## config.mk

```make
export PLATFORM = sky130hd
export DESIGN_NAME = bist_analyzer_flat
export DESIGN_NICKNAME = d
export VERILOG_FILES = /design/src/rtl/bist_analyzer_pkg.sv /design/src/rtl/bist_analyzer_if.sv /design/src/rtl/bist_analyzer_lfsr_galois.sv /design/src/rtl/bist_analyzer.sv /design/src/flat_wrapper.sv
export SDC_FILE = /design/constraint.sdc
export NUM_CORES = 1
export LEC_CHECK = 0
export ABC_CLOCK_PERIOD_IN_PS = 4900
export CORE_ASPECT_RATIO = 2
export CORE_UTILIZATION = 39
export CTS_CLUSTER_DIAMETER = 200
export DETAILED_ROUTE_END_ITERATION = 7
export PLACE_DENSITY = 0.65
export SKIP_CTS_REPAIR_TIMING = 1
export SLEW_MARGIN = 30
export SYNTH_ARGS = -nofsm -noshare
export SYNTH_HDL_FRONTEND = slang
export SYNTH_SLANG_ARGS = --single-unit
```

## constraint.sdc

```tcl
create_clock -name clk -period 4.9 [get_ports clk]
set_input_delay 1.47 -clock clk [delete_from_list [all_inputs] [get_ports clk]]
set_output_delay 1.47 -clock clk [all_outputs]
set_load 0.02 [all_outputs]
```

## src/rtl/bist_analyzer_pkg.sv

```systemverilog
// Shared constants and types for the BIST response analyzer.
// Holds state encoding, default polynomials and the golden pattern count.
package bist_analyzer_pkg;

    localparam int N_MAX = 8;
    localparam int M_MAX = 9;
    localparam int EXP_PATTERNS_DEF = N_MAX * (M_MAX + 1);

    localparam logic [7:0] LFSR_POLY_DEF = 8'hB8;
    localparam logic [7:0] LFSR_SEED_DEF = 8'h01;
    localparam logic [7:0] MISR_POLY_DEF = 8'hB8;
    localparam logic [7:0] GOLDEN_SIG_DEF = 8'h00;

    typedef enum logic [1:0] {
        IDLE    = 2'd0,
        CAPTURE = 2'd1,
        CHECK   = 2'd2,
        DONE    = 2'd3
    } state_e;

    typedef struct packed {
        logic done;
        logic pass;
        logic fail;
        logic aborted;
    } verdict_t;

endpackage

```

## src/rtl/bist_analyzer_if.sv

```systemverilog
// Controller-side and CUT-side signals of the BIST analyzer.
// master drives the controller flags and CUT response; slave is the analyzer.
interface bist_analyzer_if #(
    parameter int WIDTH = 8,
    parameter int CNT_W = 8
);

    logic             running;
    logic             test_en;
    logic             bist_end;
    logic [WIDTH-1:0] cut_resp;
    logic [WIDTH-1:0] pattern;
    logic [WIDTH-1:0] signature;
    logic [CNT_W-1:0] pat_count;
    logic             done;
    logic             pass;
    logic             fail;
    logic             aborted;

    modport master (
        output running, test_en, bist_end, cut_resp,
        input  pattern, signature, pat_count,
        input  done, pass, fail, aborted
    );

    modport slave (
        input  running, test_en, bist_end, cut_resp,
        output pattern, signature, pat_count,
        output done, pass, fail, aborted
    );

endinterface

```

## src/rtl/bist_analyzer_lfsr_galois.sv

```systemverilog
// Galois shift register with seed load and XOR data input.
// Right shift serves as pattern LFSR; left shift with data_i serves as MISR.
module lfsr_galois #(
    parameter int WIDTH        = 8,
    parameter bit SHIFT_LEFT   = 1'b0,
    parameter bit NONZERO_SEED = 1'b1
) (
    input  logic             clk,
    input  logic             reset,
    input  logic             load_i,
    input  logic             enable_i,
    input  logic [WIDTH-1:0] seed_i,
    input  logic [WIDTH-1:0] poly_i,
    input  logic [WIDTH-1:0] data_i,
    output logic [WIDTH-1:0] value_o
);

    logic [WIDTH-1:0] value_q;
    logic [WIDTH-1:0] value_d;
    logic [WIDTH-1:0] seed_eff;
    logic [WIDTH-1:0] base;

    // A zero seed would lock a pure LFSR at zero forever.
    always_comb begin
        seed_eff = seed_i;
        if (NONZERO_SEED && (seed_i == '0)) begin
            seed_eff = {{(WIDTH-1){1'b0}}, 1'b1};
        end
    end

    always_comb begin
        base    = load_i ? seed_eff : value_q;
        value_d = base;
        if (enable_i) begin
            if (SHIFT_LEFT) begin
                value_d = {base[WIDTH-2:0], 1'b0}
                        ^ (base[WIDTH-1] ? poly_i : '0)
                        ^ data_i;
            end else begin
                value_d = (base >> 1)
                        ^ (base[0] ? poly_i : '0)
                        ^ data_i;
            end
        end
    end

    always_ff @(posedge clk) begin
        if (reset) begin
            value_q <= seed_eff;
        end else begin
            value_q <= value_d;
        end
    end

    assign value_o = value_q;

endmodule

```

## src/rtl/bist_analyzer.sv

```systemverilog
// BIST analyzer: LFSR pattern source, MISR compactor and pass/fail verdict.
// Follows the controller's running / test_en / bist_end handshake.
module bist_analyzer
    import bist_analyzer_pkg::*;
#(
    parameter int               WIDTH        = 8,
    parameter logic [WIDTH-1:0] LFSR_POLY    = WIDTH'(LFSR_POLY_DEF),
    parameter logic [WIDTH-1:0] LFSR_SEED    = WIDTH'(LFSR_SEED_DEF),
    parameter logic [WIDTH-1:0] MISR_POLY    = WIDTH'(MISR_POLY_DEF),
    parameter logic [WIDTH-1:0] GOLDEN_SIG   = WIDTH'(GOLDEN_SIG_DEF),
    parameter int               EXP_PATTERNS = EXP_PATTERNS_DEF,
    parameter int               CNT_W        = 8
) (
    input  logic             clk,
    input  logic             reset,
    bist_analyzer_if.slave   bus
);

    state_e           state_q;
    state_e           state_d;
    logic [CNT_W-1:0] cnt_q;
    logic [CNT_W-1:0] cnt_d;
    verdict_t         flags_q;
    verdict_t         flags_d;

    logic             lfsr_load;
    logic             lfsr_en;
    logic             misr_load;
    logic             misr_en;
    logic             verdict_ok;
    logic [WIDTH-1:0] lfsr_val;
    logic [WIDTH-1:0] misr_val;

    assign verdict_ok = (misr_val == GOLDEN_SIG)
                     && (cnt_q == CNT_W'(EXP_PATTERNS));

    always_comb begin
        state_d   = state_q;
        cnt_d     = cnt_q;
        flags_d   = flags_q;
        lfsr_load = 1'b0;
        lfsr_en   = 1'b0;
        misr_load = 1'b0;
        misr_en   = 1'b0;
        unique case (state_q)
            IDLE, DONE: begin
                lfsr_load = 1'b1;
                // Start edge also captures, so a run loses no first pattern.
                if (bus.running) begin
                    state_d   = CAPTURE;
                    flags_d   = '0;
                    misr_load = 1'b1;
                    lfsr_en   = bus.test_en;
                    misr_en   = bus.test_en;
                    cnt_d     = bus.test_en ? CNT_W'(1) : '0;
                end
            end
            CAPTURE: begin
                if (bus.bist_end) begin
                    state_d   = CHECK;
                    lfsr_load = 1'b1;
                end else if (!bus.running) begin
                    state_d   = DONE;
                    lfsr_load = 1'b1;
                    flags_d   = '{done: 1'b1, pass: 1'b0,
                                  fail: 1'b1, aborted: 1'b1};
                end else if (bus.test_en) begin
                    lfsr_en = 1'b1;
                    misr_en = 1'b1;
                    if (cnt_q != '1) begin
                        cnt_d = cnt_q + 1'b1;
                    end
                end
            end
            CHECK: begin
                state_d   = DONE;
                lfsr_load = 1'b1;
                flags_d   = '{done: 1'b1, pass: verdict_ok,
                              fail: !verdict_ok, aborted: 1'b0};
            end
            default: begin
                state_d = IDLE;
            end
        endcase
    end

    always_ff @(posedge clk) begin
        if (reset) begin
            state_q <= IDLE;
            cnt_q   <= '0;
            flags_q <= '0;
        end else begin
            state_q <= state_d;
            cnt_q   <= cnt_d;
            flags_q <= flags_d;
        end
    end

    lfsr_galois #(
        .WIDTH        (WIDTH),
        .SHIFT_LEFT   (1'b0),
        .NONZERO_SEED (1'b1)
    ) u_lfsr (
        .clk      (clk),
        .reset    (reset),
        .load_i   (lfsr_load),
        .enable_i (lfsr_en),
        .seed_i   (LFSR_SEED),
        .poly_i   (LFSR_POLY),
        .data_i   ('0),
        .value_o  (lfsr_val)
    );

    lfsr_galois #(
        .WIDTH        (WIDTH),
        .SHIFT_LEFT   (1'b1),
        .NONZERO_SEED (1'b0)
    ) u_misr (
        .clk      (clk),
        .reset    (reset),
        .load_i   (misr_load),
        .enable_i (misr_en),
        .seed_i   ('0),
        .poly_i   (MISR_POLY),
        .data_i   (bus.cut_resp),
        .value_o  (misr_val)
    );

    assign bus.pattern   = lfsr_val;
    assign bus.signature = misr_val;
    assign bus.pat_count = cnt_q;
    assign bus.done      = flags_q.done;
    assign bus.pass      = flags_q.pass;
    assign bus.fail      = flags_q.fail;
    assign bus.aborted   = flags_q.aborted;

endmodule

```

## src/flat_wrapper.sv

```systemverilog
// flat-port wrapper written by rule: the top's interface ports become plain ports
module bist_analyzer_flat import bist_analyzer_pkg::*;
#(
    parameter int               WIDTH        = 8,
    parameter logic [WIDTH-1:0] LFSR_POLY    = WIDTH'(LFSR_POLY_DEF),
    parameter logic [WIDTH-1:0] LFSR_SEED    = WIDTH'(LFSR_SEED_DEF),
    parameter logic [WIDTH-1:0] MISR_POLY    = WIDTH'(MISR_POLY_DEF),
    parameter logic [WIDTH-1:0] GOLDEN_SIG   = WIDTH'(GOLDEN_SIG_DEF),
    parameter int               EXP_PATTERNS = EXP_PATTERNS_DEF,
    parameter int               CNT_W        = 8
)
  (clk, reset, bus_running, bus_test_en, bus_bist_end, bus_cut_resp, bus_pattern, bus_signature, bus_pat_count, bus_done, bus_pass, bus_fail, bus_aborted);
  bist_analyzer_if #(.WIDTH(WIDTH), .CNT_W(CNT_W)) bus_i ();
  input  logic clk;
  input  logic reset;
  input wire logic [$bits(bus_i.running)-1:0] bus_running;
  input wire logic [$bits(bus_i.test_en)-1:0] bus_test_en;
  input wire logic [$bits(bus_i.bist_end)-1:0] bus_bist_end;
  input wire logic [$bits(bus_i.cut_resp)-1:0] bus_cut_resp;
  output wire logic [$bits(bus_i.pattern)-1:0] bus_pattern;
  output wire logic [$bits(bus_i.signature)-1:0] bus_signature;
  output wire logic [$bits(bus_i.pat_count)-1:0] bus_pat_count;
  output wire logic [$bits(bus_i.done)-1:0] bus_done;
  output wire logic [$bits(bus_i.pass)-1:0] bus_pass;
  output wire logic [$bits(bus_i.fail)-1:0] bus_fail;
  output wire logic [$bits(bus_i.aborted)-1:0] bus_aborted;
  assign bus_i.running = bus_running;
  assign bus_i.test_en = bus_test_en;
  assign bus_i.bist_end = bus_bist_end;
  assign bus_i.cut_resp = bus_cut_resp;
  assign bus_pattern = bus_i.pattern;
  assign bus_signature = bus_i.signature;
  assign bus_pat_count = bus_i.pat_count;
  assign bus_done = bus_i.done;
  assign bus_pass = bus_i.pass;
  assign bus_fail = bus_i.fail;
  assign bus_aborted = bus_i.aborted;
  bist_analyzer #(.WIDTH(WIDTH), .LFSR_POLY(LFSR_POLY), .LFSR_SEED(LFSR_SEED), .MISR_POLY(MISR_POLY), .GOLDEN_SIG(GOLDEN_SIG), .EXP_PATTERNS(EXP_PATTERNS), .CNT_W(CNT_W)) u_core (.clk(clk), .reset(reset), .bus(bus_i));
endmodule
```

==> flow_summary.json <==
{
  "drive_above_1_share_pct": 6.034,
  "die_height_microns": 96.24,
  "dp_hpwl_mm": 2.969,
  "avgSynthCellArea_sq_um": 8.790,
  "setup_ws_ns": 1.736,
  "clock_latency_ns": 0.29,
  "seqCellArea_sq_um": 600.6,
  "die_area_sq_um": 4727,
  "drt-total-wl_mm": 3.964,
  "fin_crit_ns": 3.164,
  "clockBufferDepth": 2,
  "final_cell_mix": "clkdlybuf4s50_1 (39), dfxtp_1 (30), nor2_1 (14), a21oi_1 (14), nand2_1 (13)",
  "cts_root_buf": "clkbuf_8",
  "fmaxAchievable_mhz": 316.0,
  "hold_viol_final": 0,
  "endpoint_kind": "flop",
  "wire_per_inst_microns": 13.86,
  "synth-seq-cells": 30,
  "reg2reg_to": "u_core.u_lfsr.value_o[6]",
  "grtUsageMet1_pct": 17.69,
  "grt_pass1_vias": 1468,
  "multiInputGateArea_sq_um": 1018,
  "critical_path_required_ns": 5.05,
  "layout.nets": 250,
  "p_per_area_nw_per_um2": 407.9,
  "holdCritStartpoint": "u_core.bus.pass",
  "crit_fanout": 13,
  "met2_usage_pct": 34.47,
  "coreArea_sq_um": 4297,
  "final_util_pct": 50.84,
  "rsz0062_at_grt": "no",
  "dp_slack_ns": 1.418,
  "fin_setup_tns_ns": 0,
  "synthFlopType": "dfxtp_1",
  "viasPerCell": 5.538,
  "io_buffer_count": 40,
  "grt_max_degree": 31,
  "firstDrtPassIters": 6,
  "cts_sinks": 30,
  "grt_pass1_wl_mm": 6.479,
  "cap_violations": 0,
  "outcome": "complete, but fails checks",
  "cp.arrival_ns": 3.32,
  "fp-row-count": 34,
  "chipWidth_microns": 49.12,
  "fin_cells": 286,
  "fill_cells": 436,
  "dp.cells": 279,
  "finalSetupViolCount": 0,
  "grt_overflow": 0,
  "hold_end": "u_core.bus.pass",
  "cts_buffers": 5,
  "cts_htree_levels": 2,
  "violations": "design-rule violations",
  "drt-initial-drc-count": 33,
  "worstMarginPinSlew_ns": 0.7993,
  "area_growth_pct": 26.16,
  "vdd_drop_max_v": 0.0002349,
  "io_pins": 41,
  "drc": 1,
  "syn_nets": 215,
  "vias": 1584,
  "place.gp.congestion": 0.8320,
  "yosysUniqueCellTypes": 48,
  "synth_area_sq_um": 1732,
  "start_util_pct": 40.30,
  "ys_warn_count": 0,
  "seq_area_frac_synth_pct": 34.68,
  "start_kind": "input port",
  "synthArstFlopShare_pct": 0,
  "holdPathStages": 2,
  "antenna_found_initial": 0,
  "hold_path_class": "flop to flop",
  "busiest_layer": "met2",
  "synth_cells": 197,
  "postRouteAntennaNets": 0,
  "met3_usage_pct": 4.107,
  "r2r_slack_ns": 2.66,
  "rr_worst_depth": 6,
  "path_class": "input port to flop",
  "r2r_start": "u_core.state_q[1]",
  "antenna_cells": 0,
  "finalClockSkew_ns": 0.002548,
  "final_common_cell": "clkdlybuf4s50_1",
  "cts_tree": "built",
  "drv_slew": 0,
  "min_period_over_period_pct": 64.58,
  "clk_pin_slew_ns": 0.06,
  "max-slew-margin-rel_pct": 46.62,
  "p_leak_nw": 0.7395,
  "grt.total_usage_pct": 17.92,
  "synth_edf_count": 0
}
-- state kept, by name (all words and copies together) (netlist names) --
| signal | count |
|---|---|
| u_core.bus.fail | 1 |
| u_core.state_q | 2 |
| u_core.bus.aborted | 1 |
| u_core.u_lfsr.value_o | 8 |
| u_core.bus.pat_count | 8 |
| u_core.bus.pass | 1 |
| u_core.u_misr.value_o | 8 |
| u_core.bus.done | 1 |
-- layer usage --
metal | vias up | part of all wire [%] | routed length, microns
li1 | 782 | - | -
met1 | 754 | 41 | 1607
met2 | 42 | 54 | 2137
met3 | 6 | 3.7 | 148
met4 | 0 | 1.8 | 70
met5 | - | 0 | 0
-- worst max path at each step --
stage | start | end | slack (ns) | cells after the start
floorplan | bus_bist_end | u_core.u_misr.value_o[5] | 2.40 | 5
finish | bus_running | u_core.u_lfsr.value_o[6] | 1.74 | 5
detailed placement | bus_running | u_core.u_lfsr.value_o[6] | 1.42 | 5
global route | bus_running | u_core.u_lfsr.value_o[6] | 1.53 | 5
CTS | bus_running | u_core.u_lfsr.value_o[6] | 1.71 | 5
global placement | bus_running | u_core.u_lfsr.value_o[6] | 1.45 | 5
-- power by group --
| group | switching [W] | leakage [nW] | internal (W) | total [W] |
|---|---|---|---|---|
| Sequential | 0.0000390 | 0.244 | 0.000279 | 0.000318 |
| Clock | 0.0000941 | 0.0383 | 0.0000977 | 0.000192 |
| Combinational | 0.000227 | 0.457 | 0.000155 | 0.000382 |
| Total | 0.000360 | 0.739 | 0.000532 | 0.000891 |
-- worst max-delay path: stages --
cell             delay (ns)
clkdlybuf4s50_1        0.69
nand2_1                0.14
a211oi_2               0.70
mux2i_1                0.26
nor3_1                 0.05
-- cell usage after synthesis, types with 2 or more instances --
| cell type | instances | area share [%] |
|---|---|---|
| nand2_1 | 13 | 2.8 |
| nand4_1 | 6 | 2.2 |
| a311oi_1 | 3 | 1.5 |
| o21ai_1 | 5 | 1.4 |
| xnor2_1 | 9 | 4.6 |
| buf_6 | 2 | 1.3 |
| o211ai_1 | 5 | 2.2 |
| o32ai_1 | 2 | 1.0 |
| nand3_1 | 11 | 3.2 |
| buf_4 | 4 | 1.7 |
| mux2i_1 | 5 | 2.9 |
| and2_1 | 3 | 1.1 |
| nor2_1 | 14 | 3.0 |
| nand3b_1 | 2 | 0.87 |
| inv_1 | 7 | 1.5 |
| nand2b_1 | 6 | 2.2 |
| o32ai_2 | 2 | 1.9 |
| dfxtp_1 | 30 | 35 |
| a21boi_0 | 3 | 1.3 |
| nor2b_1 | 2 | 0.72 |
| ha_1 | 5 | 3.6 |
| nor3_1 | 6 | 1.7 |
| a21oi_1 | 14 | 4.0 |
| clkbuf_1 | 3 | 0.65 |
| a31oi_1 | 2 | 0.72 |
| a211oi_1 | 3 | 1.3 |
| xor2_1 | 6 | 3.0 |
| o21bai_1 | 2 | 0.87 |
| o21ai_0 | 2 | 0.58 |
| or4_1 | 2 | 0.87 |
-- layout make-up --
| class | count | area share (%) |
|---|---|---|
| Multi-Input combinational cell | 148 | 46.62 |
| Sequential cell | 30 | 27.49 |
| Timing Repair Buffer | 40 | 18.10 |
| Clock buffer | 7 | 3.494 |
| Tap cell | 54 | 3.093 |
| Inverter | 7 | 1.203 |
-- cells by family (layout without fill, tap and decap cells) --
family / count (synthesis) / after routing / synth area share (%)
buffers and inverters: 19 / 54 / 6.502
DFF: 30 / 30 / 34.68
and+or+nand+nor: 75 / 75 / 25.22
muxes: 5 / 5 / 2.890
xor gates and xnor gates: 15 / 15 / 7.587
AOI/OAI and AO/OA: 48 / 48 / 19.51
adders and majority gates: 5 / 5 / 3.613
-- stage by stage --
stage | area (sq um) | hold slack (ns) | total power, W
after global routing | 2185 | 0.4840 | 0.0009475
after floorplan | 1732 | 0.5096 | 0.0005975
final | 2185 | 0.4643 | 0.0008912
after CTS | 2185 | 0.4695 | 0.0008944
after global placement | 2113 | 0.4426 | 0.0007057
after detailed placement | 2108 | 0.4581 | 0.0007065
Power figures use the tool's default switching activity.
